### config.mk
export PLATFORM = sky130hd
export DESIGN_NAME = virtual_uart_host_bridge
export DESIGN_NICKNAME = d
export VERILOG_FILES = /design/src/rtl/virtual_uart_host_bridge.sv
export SDC_FILE = /design/constraint.sdc
export NUM_CORES = 1
export LEC_CHECK = 0
export CAP_MARGIN = 20
export CORE_MARGIN = 10
export CORE_UTILIZATION = 39
export DETAILED_ROUTE_END_ITERATION = 8
export PLACE_DENSITY = 0.87
export RECOVER_POWER = 25
export REMOVE_ABC_BUFFERS = 1
export SETUP_SLACK_MARGIN = 0.05
export SKIP_LAST_GASP = 1
export SLEW_MARGIN = 5
export SYNTH_ARGS = -nofsm -noshare
export SYNTH_HDL_FRONTEND = slang
export SYNTH_SLANG_ARGS = --single-unit
export TNS_END_PERCENT = 50
### constraint.sdc
create_clock -name clock_i -period 4.6 [get_ports clock_i]
set_clock_uncertainty 0.2 [all_clocks]
set_input_delay 0.92 -clock clock_i [delete_from_list [all_inputs] [get_ports clock_i]]
set_output_delay 0.92 -clock clock_i [all_outputs]
set_load 0.02 [all_outputs]
### src/rtl/virtual_uart_host_bridge.sv
// Host-side AXI-lite master for the virtual UART: drains TX bytes on interrupt into a
// local FIFO and injects RX bytes once the UART reports its RX register free.
module virtual_uart_host_bridge #(
    parameter int unsigned                 LOCAL_DATA_WIDTH = 32,
    parameter int unsigned                 LOCAL_ADDR_WIDTH = 32,
    parameter int unsigned                 LOCAL_ID_WIDTH   = 32,
    parameter logic [LOCAL_ADDR_WIDTH-1:0] UART_BASE_ADDR   = '0,
    parameter int unsigned                 TX_FIFO_DEPTH    = 4
) (
    input  logic                          clock_i,
    input  logic                          reset_ni,
    input  logic                          int_xdma_i,
    output logic [LOCAL_ID_WIDTH-1:0]     m_axilite_awid_o,
    output logic [LOCAL_ADDR_WIDTH-1:0]   m_axilite_awaddr_o,
    output logic                          m_axilite_awvalid_o,
    input  logic                          m_axilite_awready_i,
    output logic [LOCAL_DATA_WIDTH-1:0]   m_axilite_wdata_o,
    output logic [LOCAL_DATA_WIDTH/8-1:0] m_axilite_wstrb_o,
    output logic                          m_axilite_wvalid_o,
    input  logic                          m_axilite_wready_i,
    input  logic [LOCAL_ID_WIDTH-1:0]     m_axilite_bid_i,
    input  logic [1:0]                    m_axilite_bresp_i,
    input  logic                          m_axilite_bvalid_i,
    output logic                          m_axilite_bready_o,
    output logic [LOCAL_ID_WIDTH-1:0]     m_axilite_arid_o,
    output logic [LOCAL_ADDR_WIDTH-1:0]   m_axilite_araddr_o,
    output logic                          m_axilite_arvalid_o,
    input  logic                          m_axilite_arready_i,
    input  logic [LOCAL_ID_WIDTH-1:0]     m_axilite_rid_i,
    input  logic [LOCAL_DATA_WIDTH-1:0]   m_axilite_rdata_i,
    input  logic [1:0]                    m_axilite_rresp_i,
    input  logic                          m_axilite_rvalid_i,
    output logic                          m_axilite_rready_o,
    output logic [7:0]                    tx_data_o,
    output logic                          tx_valid_o,
    input  logic                          tx_ready_i,
    input  logic [7:0]                    rx_data_i,
    input  logic                          rx_valid_i,
    output logic                          rx_ready_o,
    output logic                          err_o
);

    localparam int unsigned PTR_W = (TX_FIFO_DEPTH > 1) ? $clog2(TX_FIFO_DEPTH) : 1;
    localparam int unsigned CNT_W = PTR_W + 1;
    localparam logic [1:0]  RESP_OKAY = 2'b00;

    localparam logic [LOCAL_ADDR_WIDTH-1:0] ADDR_RX     = UART_BASE_ADDR;
    localparam logic [LOCAL_ADDR_WIDTH-1:0] ADDR_TX     = UART_BASE_ADDR + LOCAL_ADDR_WIDTH'(4);
    localparam logic [LOCAL_ADDR_WIDTH-1:0] ADDR_STATUS = UART_BASE_ADDR + LOCAL_ADDR_WIDTH'(8);
    localparam logic [LOCAL_ADDR_WIDTH-1:0] ADDR_ACK    = UART_BASE_ADDR + LOCAL_ADDR_WIDTH'(16);

    typedef enum logic [3:0] {
        IDLE, TX_AR, TX_R, ACK_W, ACK_B, ST_AR, ST_R, RX_W, RX_B
    } state_e;

    state_e           state_q;
    logic [7:0]       rx_byte_q;
    logic [7:0]       mem_q [TX_FIFO_DEPTH];
    logic [PTR_W-1:0] wptr_q;
    logic [PTR_W-1:0] rptr_q;
    logic [CNT_W-1:0] count_q;
    logic             fifo_full;
    logic             push;
    logic             pop;
    logic             aw_done;
    logic             w_done;
    logic             unused_inputs;

    assign m_axilite_awid_o = '0;
    assign m_axilite_arid_o = '0;
    assign unused_inputs = ^{m_axilite_bid_i, m_axilite_rid_i,
                             m_axilite_rdata_i[LOCAL_DATA_WIDTH-1:8]};

    assign fifo_full  = (count_q == CNT_W'(TX_FIFO_DEPTH));
    assign tx_valid_o = (count_q != '0);
    assign tx_data_o  = mem_q[rptr_q];

    always_comb begin
        push    = (state_q == TX_R) && m_axilite_rvalid_i && (m_axilite_rresp_i == RESP_OKAY);
        pop     = tx_valid_o && tx_ready_i;
        aw_done = !m_axilite_awvalid_o || m_axilite_awready_i;
        w_done  = !m_axilite_wvalid_o  || m_axilite_wready_i;
    end

    always_ff @(posedge clock_i or negedge reset_ni) begin
        if (!reset_ni) begin
            wptr_q  <= '0;
            rptr_q  <= '0;
            count_q <= '0;
            for (int unsigned i = 0; i < TX_FIFO_DEPTH; i++) begin
                mem_q[i] <= '0;
            end
        end else begin
            if (push) begin
                mem_q[wptr_q] <= m_axilite_rdata_i[7:0];
                wptr_q        <= wptr_q + PTR_W'(1);
            end
            if (pop) begin
                rptr_q <= rptr_q + PTR_W'(1);
            end
            unique case ({push, pop})
                2'b10:   count_q <= count_q + CNT_W'(1);
                2'b01:   count_q <= count_q - CNT_W'(1);
                default: count_q <= count_q;
            endcase
        end
    end

    always_ff @(posedge clock_i or negedge reset_ni) begin
        if (!reset_ni) begin
            state_q             <= IDLE;
            rx_byte_q           <= '0;
            m_axilite_awaddr_o  <= '0;
            m_axilite_awvalid_o <= 1'b0;
            m_axilite_wdata_o   <= '0;
            m_axilite_wstrb_o   <= '0;
            m_axilite_wvalid_o  <= 1'b0;
            m_axilite_bready_o  <= 1'b0;
            m_axilite_araddr_o  <= '0;
            m_axilite_arvalid_o <= 1'b0;
            m_axilite_rready_o  <= 1'b0;
            rx_ready_o          <= 1'b0;
            err_o               <= 1'b0;
        end else begin
            rx_ready_o <= 1'b0;
            unique case (state_q)
                IDLE: begin
                    if (int_xdma_i && !fifo_full) begin
                        m_axilite_araddr_o  <= ADDR_TX;
                        m_axilite_arvalid_o <= 1'b1;
                        state_q             <= TX_AR;
                    // the source drops rx_valid_i one cycle after the rx_ready_o pulse
                    end else if (rx_valid_i && !rx_ready_o) begin
                        rx_byte_q           <= rx_data_i;
                        m_axilite_araddr_o  <= ADDR_STATUS;
                        m_axilite_arvalid_o <= 1'b1;
                        state_q             <= ST_AR;
                    end
                end
                TX_AR: begin
                    if (m_axilite_arready_i) begin
                        m_axilite_arvalid_o <= 1'b0;
                        m_axilite_rready_o  <= 1'b1;
                        state_q             <= TX_R;
                    end
                end
                ST_AR: begin
                    if (m_axilite_arready_i) begin
                        m_axilite_arvalid_o <= 1'b0;
                        m_axilite_rready_o  <= 1'b1;
                        state_q             <= ST_R;
                    end
                end
                TX_R: begin
                    if (m_axilite_rvalid_i) begin
                        m_axilite_rready_o  <= 1'b0;
                        if (m_axilite_rresp_i != RESP_OKAY) begin
                            err_o <= 1'b1;
                        end
                        m_axilite_awaddr_o  <= ADDR_ACK;
                        m_axilite_wdata_o   <= LOCAL_DATA_WIDTH'(1);
                        m_axilite_wstrb_o   <= '1;
                        m_axilite_awvalid_o <= 1'b1;
                        m_axilite_wvalid_o  <= 1'b1;
                        state_q             <= ACK_W;
                    end
                end
                ST_R: begin
                    if (m_axilite_rvalid_i) begin
                        m_axilite_rready_o <= 1'b0;
                        if (m_axilite_rresp_i != RESP_OKAY) begin
                            err_o   <= 1'b1;
                            state_q <= IDLE;
                        end else if (!m_axilite_rdata_i[0]) begin
                            m_axilite_awaddr_o  <= ADDR_RX;
                            m_axilite_wdata_o   <= LOCAL_DATA_WIDTH'(rx_byte_q);
                            m_axilite_wstrb_o   <= '1;
                            m_axilite_awvalid_o <= 1'b1;
                            m_axilite_wvalid_o  <= 1'b1;
                            state_q             <= RX_W;
                        end else begin
                            state_q <= IDLE;
                        end
                    end
                end
                ACK_W, RX_W: begin
                    if (m_axilite_awready_i) begin
                        m_axilite_awvalid_o <= 1'b0;
                    end
                    if (m_axilite_wready_i) begin
                        m_axilite_wvalid_o <= 1'b0;
                    end
                    if (aw_done && w_done) begin
                        m_axilite_bready_o <= 1'b1;
                        if (state_q == ACK_W) begin
                            state_q <= ACK_B;
                        end else begin
                            state_q <= RX_B;
                        end
                    end
                end
                ACK_B, RX_B: begin
                    if (m_axilite_bvalid_i) begin
                        m_axilite_bready_o <= 1'b0;
                        if (m_axilite_bresp_i != RESP_OKAY) begin
                            err_o <= 1'b1;
                        end
                        if (state_q == RX_B) begin
                            rx_ready_o <= 1'b1;
                        end
                        state_q <= IDLE;
                    end
                end
                default: state_q <= IDLE;
            endcase
        end
    end

endmodule

==> results of run 1 <==
flip-flops by register name, summed over array words and instances (netlist names):
register and flops:
count_q 3, err_o 1, m_axilite_araddr_o 2, m_axilite_arvalid_o 1, m_axilite_awaddr_o 1, m_axilite_awvalid_o 1
m_axilite_bready_o 1, m_axilite_rready_o 1, m_axilite_wdata_o 8, m_axilite_wstrb_o 1, m_axilite_wvalid_o 1, mem_q 32
rptr_q 2, rx_byte_q 8, rx_ready_o 1, state_q 4, wptr_q 2
cell usage in the layout, fill, tap and decap left out, types with 3 or more instances in the layout:
master / Yosys / final
conb_1: 1 / 149
clkbuf_16: 0 / 9
ha_1: 5 / 5
dfrtp_1: 70 / 70
bufinv_16: 0 / 3
o21ai_0: 8 / 8
a22o_1: 8 / 8
inv_1: 11 / 11
xnor2_1: 5 / 5
xor2_1: 3 / 3
mux2_2: 38 / 38
clkinv_2: 0 / 3
nand2_1: 14 / 14
a21oi_1: 9 / 9
nand2b_1: 3 / 3
nor2_1: 10 / 10
mux4_2: 8 / 8
clkdlybuf4s50_1: 0 / 59
nand2_2: 4 / 4
logic make-up (layout without fill, tap and decap cells):
group,Yosys count,count (layout),synth area share [%]
AOI/OAI and AO/OA,40,40,6.176
xor gates and xnor gates,8,8,1.594
adders and majority gates,6,6,1.878
DFF,70,70,39.84
other,1,149,0.08529
muxes,49,49,14.57
and+or+nand+nor,56,56,7.826
buffers and inverters,169,89,28.03
stage by stage:
stage                     instances  worst slack, ps
after detailed placement        590            991.1
final                           607             1242
after global routing            607            980.8
after floorplan                 389             1805
after global placement          590             1064
after CTS                       606             1186
path summary, 6_finish.rpt:
check	to	slack, ps	from
min in group asynchronous	m_axilite_wdata_o[5]	350	reset_ni
worst min-delay path	m_axilite_wdata_o[4]	290	rx_byte_q[4]
worst max-delay path	tx_data_o[4]	1240	rptr_q[0]
worst max register to register	count_q[1]	1770	state_q[1]
max in group asynchronous	mem_q[29]	1490	reset_ni
worst min register to register	m_axilite_wdata_o[4]	290	rx_byte_q[4]
power by group through the flow:
stage	Sequential, mW	Clock, mW	Combinational (mW)
after floorplan	1.02	0	0.576
after global placement	0.974	0	0.917
final	0.986	0.780	0.953
after global routing	1.02	0.824	1.03
after detailed placement	0.994	0	0.944
after CTS	0.987	0.795	0.956
layout make-up:
cell class / count / area, µm²
clock buffers: 9 / 225.2
clock inverters: 7 / 112.6
fillers: 1008 / 6056
inverters: 11 / 41.29
multi-input cells: 308 / 1968
flip-flops and latches: 70 / 1752
well taps: 140 / 175.2
repair buffers: 62 / 605.6
routing by layer:
metal / track usage, % / vias to the layer above
li1: - / 1175
met1: 12.22 / 1275
met2: 19.60 / 141
met3: 5.705 / 4
met4: 3.215 / 0
met5: 0 / -
worst max-delay path, delay by kind of cell, from the launching register on:
kind | cells | cell delay (ps)
mux | 1 | 600
buf+inv | 1 | 580
flops | 1 | 740
==> summary.txt, run 1 <==
Run status
  • Status: complete, but fails checks
  • Failing checks: capacitance limit, slew limit

Clock network
  • CTS clk-pin slew, worst paths: 60 ps
  • Clock Path Buffers: 2
  • Clock root cell: clkbuf_16
  • CTS tree: yes
  • Cts bufs inserted: 9
  • TritonCTS sink count: 70
  • Post-CTS Hold Buffers: 0
  • Cts repair resizes: 0
  • Worst skew pair latency: 320 ps
  • Post-CTS setup buffer count: 0
  • H-Tree Level Count: 3

Power
  • PwrDens: 557.2 nW/µm²
  • Switching Power: 0.9456 mW
  • Switching share of power: 34.78%
  • Comb power frac: 35.0%
  • Clk pwr share: 28.7%
  • Power Total: 2.719 mW
  • Part of the power in registers: 36.3%
  • Worst vdd ir: 0.2370 mV
  • Pleak: 2.407 nW
  • P_int: 1.773 mW

STA
  • Fin crit share: 73.01%
  • Period minus WS final: 3358 ps
  • Fin Setup TNS: 0 ps
  • Slew Limit Fails: 40
  • Setup Viol. Count Final: 0
  • Final hold vios: 0
  • Least-Margin Pin Slew: 2039 ps
  • Slew headroom: -35.93%
  • Final hold slack: 287.0 ps
  • FMAX: 0.2978 GHz
  • RSZ-0062 raised after global routing: false

Setup path
  • Worst EP arrival: 2240 ps
  • Endpoint class of the critical path: primary output
  • CP Data Required Time: 3480 ps
  • Slowest cell on crit path: dfrtp_1
  • Crit Path Class: reg -> out
  • Worst Reg2Reg Path Length in Cells: 7
  • Crit-path max FO: 10
  • Critical path startpoint category: register
  • Slowest stage delay, CP: 740 ps
  • Crit path cell chain: mux4_2, clkdlybuf4s50_1

Detailed routing
  • Met2 WL: 4895 µm
  • Antenna Violating Nets Remaining: 0
  • Via count: 2595
  • Routed vias/inst: 4.275
  • Highest Signal Layer: met4
  • DRT Wirelength: 9701 µm
  • Mean routed wirelength per cell: 15.98 µm
  • Metal-1 WL: 3720 µm
  • Detailed Route Iter0 Violations: 87
  • DRC: 0
  • Routed wl met3: 1057 µm
  • Drt pass-1 iters: 4

GRT
  • Gr usage total: 11.45%
  • Total grt overflow: 0
  • Initial antenna violation count: 0
  • Largest net degree at the start of global routing: 50
  • Vias in the first global route: 2756
  • First-pass GRT wire length: 15010 µm

Placement
  • Post-DP HPWL: 7644 µm
  • I/O Buffers: 60
  • Final Wtd Congestion: 0.7980
  • Placed instance area: 4539 µm²

Synthesis
  • FF+latch count, synth: 70
  • Yosys top cell by area: dfrtp_1
  • Seq/Total Area, Yosys: 39.84%
  • Synthesized area: 4397 µm²
  • Ys flop type: dfrtp_1
  • Most frequent cell after synthesis: buf_4
  • Top cells by count, synth: buf_4 (154), dfrtp_1 (70), mux2_2 (38), nand2_1 (14), inv_1 (11)
  • Async SR Flop Fraction: 100.0%
  • Synth area leaders: dfrtp_1 (40%), buf_4 (26%), mux2_2 (9.7%)
  • Syn Area/Cell: 11.02 µm²
  • Synth warnings: 0
  • Count of flip-flops with a built-in enable after synthesis: 0
  • Mapped Cells: 399
  • Synth cell types: 54
  • Synth top area share: 39.84%

Final layout
  • Diode count: 0
  • Fin util: 44.62%
  • Share of cells above drive strength 1: 17.56%
  • NumNets Final: 586
  • Design area: 4880 µm²
  • Synth-to-layout area growth: 10.98%

Die
  • Core ar.: 10940 µm²
  • Die area: 15920 µm²
  • Chip Width: 126.2 µm
  • Die Y: 126.2 µm
  • # IOs: 298
  • FP Rows: 38
  • Initial core utilization: 40.21%

Min path
  • Hold Path Depth: 1
  • Hold Crit Class: reg -> reg

Job
  • Max-Cap Viols: 1
No activity file was read; power rests on OpenSTA's default activity.
==> inputs of run 2 (changes only) <==
Settings changed: CORE_UTILIZATION 39 to 36, PLACE_DENSITY 0.87 to 0.81.
Clock period 4.6 ns to 3.4 ns, I/O delays scaled along.
==> run 2 against run 1 <==
The flow still finishes with violations (capacitance limit, slew limit). Sequential share of layout area rose by 0.19 points. Design area fell by 0.51%. First-iteration DRC count shrank 40%. Critical path depth stayed put. Worst hold slack got worse by 4.6 ps. Critical endpoint is now tx_data_o[0].
==> summary.txt, run 2 (synthesized netlist as in run 1, its figures left out) <==
Run status
  • Status: complete, but fails checks
  • Failing checks: capacitance limit, slew limit

Setup path
  • Worst reg2reg setup slack: 940 ps
  • Critical path startpoint category: register
  • Crit path cell chain: mux4_2, clkdlybuf4s50_1
  • Crit Path Class: reg -> out
  • Reg-to-Reg End: count_q[2]
  • Worst Setup SP: rptr_q[0]
  • Crit-path max FO: 10
  • Reg2Reg Launch Point: state_q[0]
  • Worst EP arrival: 2220 ps
  • Slowest cell on crit path: dfrtp_1
  • Slowest stage delay, CP: 730 ps
  • Worst Reg2Reg Path Length in Cells: 9
  • CP Data Required Time: 2520 ps
  • CP endpoint: tx_data_o[0]
  • Endpoint class of the critical path: primary output

Die
  • # IOs: 298
  • Die Y: 130.5 µm
  • Die area: 17030 µm²
  • FP Rows: 40
  • Chip Width: 130.5 µm
  • Initial core utilization: 36.76%
  • Core ar.: 11960 µm²

STA
  • RSZ-0062 raised after global routing: false
  • Final hold slack: 282.4 ps
  • Least-Margin Pin Slew: 1721 ps
  • FMAX: 0.3223 GHz
  • Final worst slack: 296.9 ps
  • Fin crit share: 91.27%
  • Slew headroom: -14.70%
  • Slew Limit Fails: 71
  • Period minus WS final: 3103 ps
  • Setup Viol. Count Final: 0
  • Fin Setup TNS: 0 ps
  • Final hold vios: 0

Detailed routing
  • DRT Wirelength: 9482 µm
  • Mean routed wirelength per cell: 15.44 µm
  • Antenna Violating Nets Remaining: 0
  • Detailed Route Iter0 Violations: 52
  • DRC: 0
  • Routed vias/inst: 4.274
  • Drt pass-1 iters: 4
  • Via count: 2624

Clock network
  • CTS tree: yes
  • Clock root cell: clkbuf_16
  • Worst skew pair latency: 320 ps
  • Cts repair resizes: 0
  • TritonCTS sink count: 70
  • Cts bufs inserted: 9
  • Post-CTS Hold Buffers: 0
  • H-Tree Level Count: 3
  • Clock Path Buffers: 2
  • CTS clk-pin slew, worst paths: 50 ps
  • Post-CTS setup buffer count: 0

GRT
  • Largest net degree at the start of global routing: 71
  • First-pass GRT wire length: 13500 µm
  • Initial antenna violation count: 0
  • Total grt overflow: 0
  • Gr usage total: 10.11%
  • Vias in the first global route: 2590

Final layout
  • NumNets Final: 586
  • Fin util: 40.59%
  • Commonest cells after routing, fill and taps aside: conb_1 (149), dfrtp_1 (70), clkdlybuf4s50_1 (59)
  • Design area: 4855 µm²
  • Max reg flops: 32
  • Biggest regs: mem_q: 32 flops, m_axilite_wdata_o: 8 flops, rx_byte_q: 8 flops
  • Most common cell after layout, fill and taps aside: conb_1
  • Fill cells: 1140
  • Share of cells above drive strength 1: 17.77%
  • Diode count: 0
  • Post-route insts no fill: 614
  • Synth-to-layout area growth: 10.42%
  • Largest reg by FF count: mem_q

Placement
  • Placed cell count: 598
  • Post-DP HPWL: 7526 µm
  • Placed instance area: 4556 µm²
  • Place WS: 366.5 ps
  • I/O Buffers: 60
  • Final Wtd Congestion: 0.7596

Power
  • Pleak: 2.390 nW
  • Power Total: 3.542 mW
  • PwrDens: 729.6 nW/µm²
  • Worst vdd ir: 0.2561 mV

Min path
  • Hold Crit Class: reg -> reg

Job
  • Max-Cap Viols: 1
[run 2: how the worst min path moves through the flow]
stage | endpoint | depth (start not counted) | start | slack (ps)
6_report | err_o | 1 | err_o | 280
2_1_floorplan | count_q[0] | 0 | reset_ni | 180
3_3_place_gp | count_q[2] | 1 | count_q[2] | 260
4_1_cts | m_axilite_araddr_o[2] | 1 | m_axilite_araddr_o[2] | 290
3_5_place_dp | m_axilite_araddr_o[2] | 1 | m_axilite_araddr_o[2] | 280
5_1_grt | count_q[2] | 1 | count_q[2] | 300
[run 2: critical path: cells and delay by family, from the launching register on]
family | cells | cell delay [ps]
DFF | 1 | 730
muxes | 1 | 610
buffers and inverters | 1 | 560
[run 2: routing by layer]
metal  share of wire, %  track usage, %  wire length [µm]
met1                 37           10.61              3467
met2                 52           18.61              4923
met3                 10           3.022               967
met4                1.3           3.728               123
met5                  0               0                 0
[run 2: final cells by class]
| class | instances | area, µm² | area share [%] |
|---|---|---|---|
| clock buffer | 11 | 242.7 | 5.000 |
| clock inverter | 5 | 58.81 | 1.211 |
| inverter | 11 | 41.29 | 0.8505 |
| multi-input combinational | 308 | 1968 | 40.54 |
| sequential | 70 | 1752 | 36.08 |
| tap | 147 | 183.9 | 3.789 |
| timing repair buffer | 62 | 608.1 | 12.53 |
[run 2: power by group]
part	total, mW	internal [mW]	switching (mW)
clock network	0.931	0.587	0.344
registers	1.33	1.07	0.253
logic	1.29	0.615	0.670
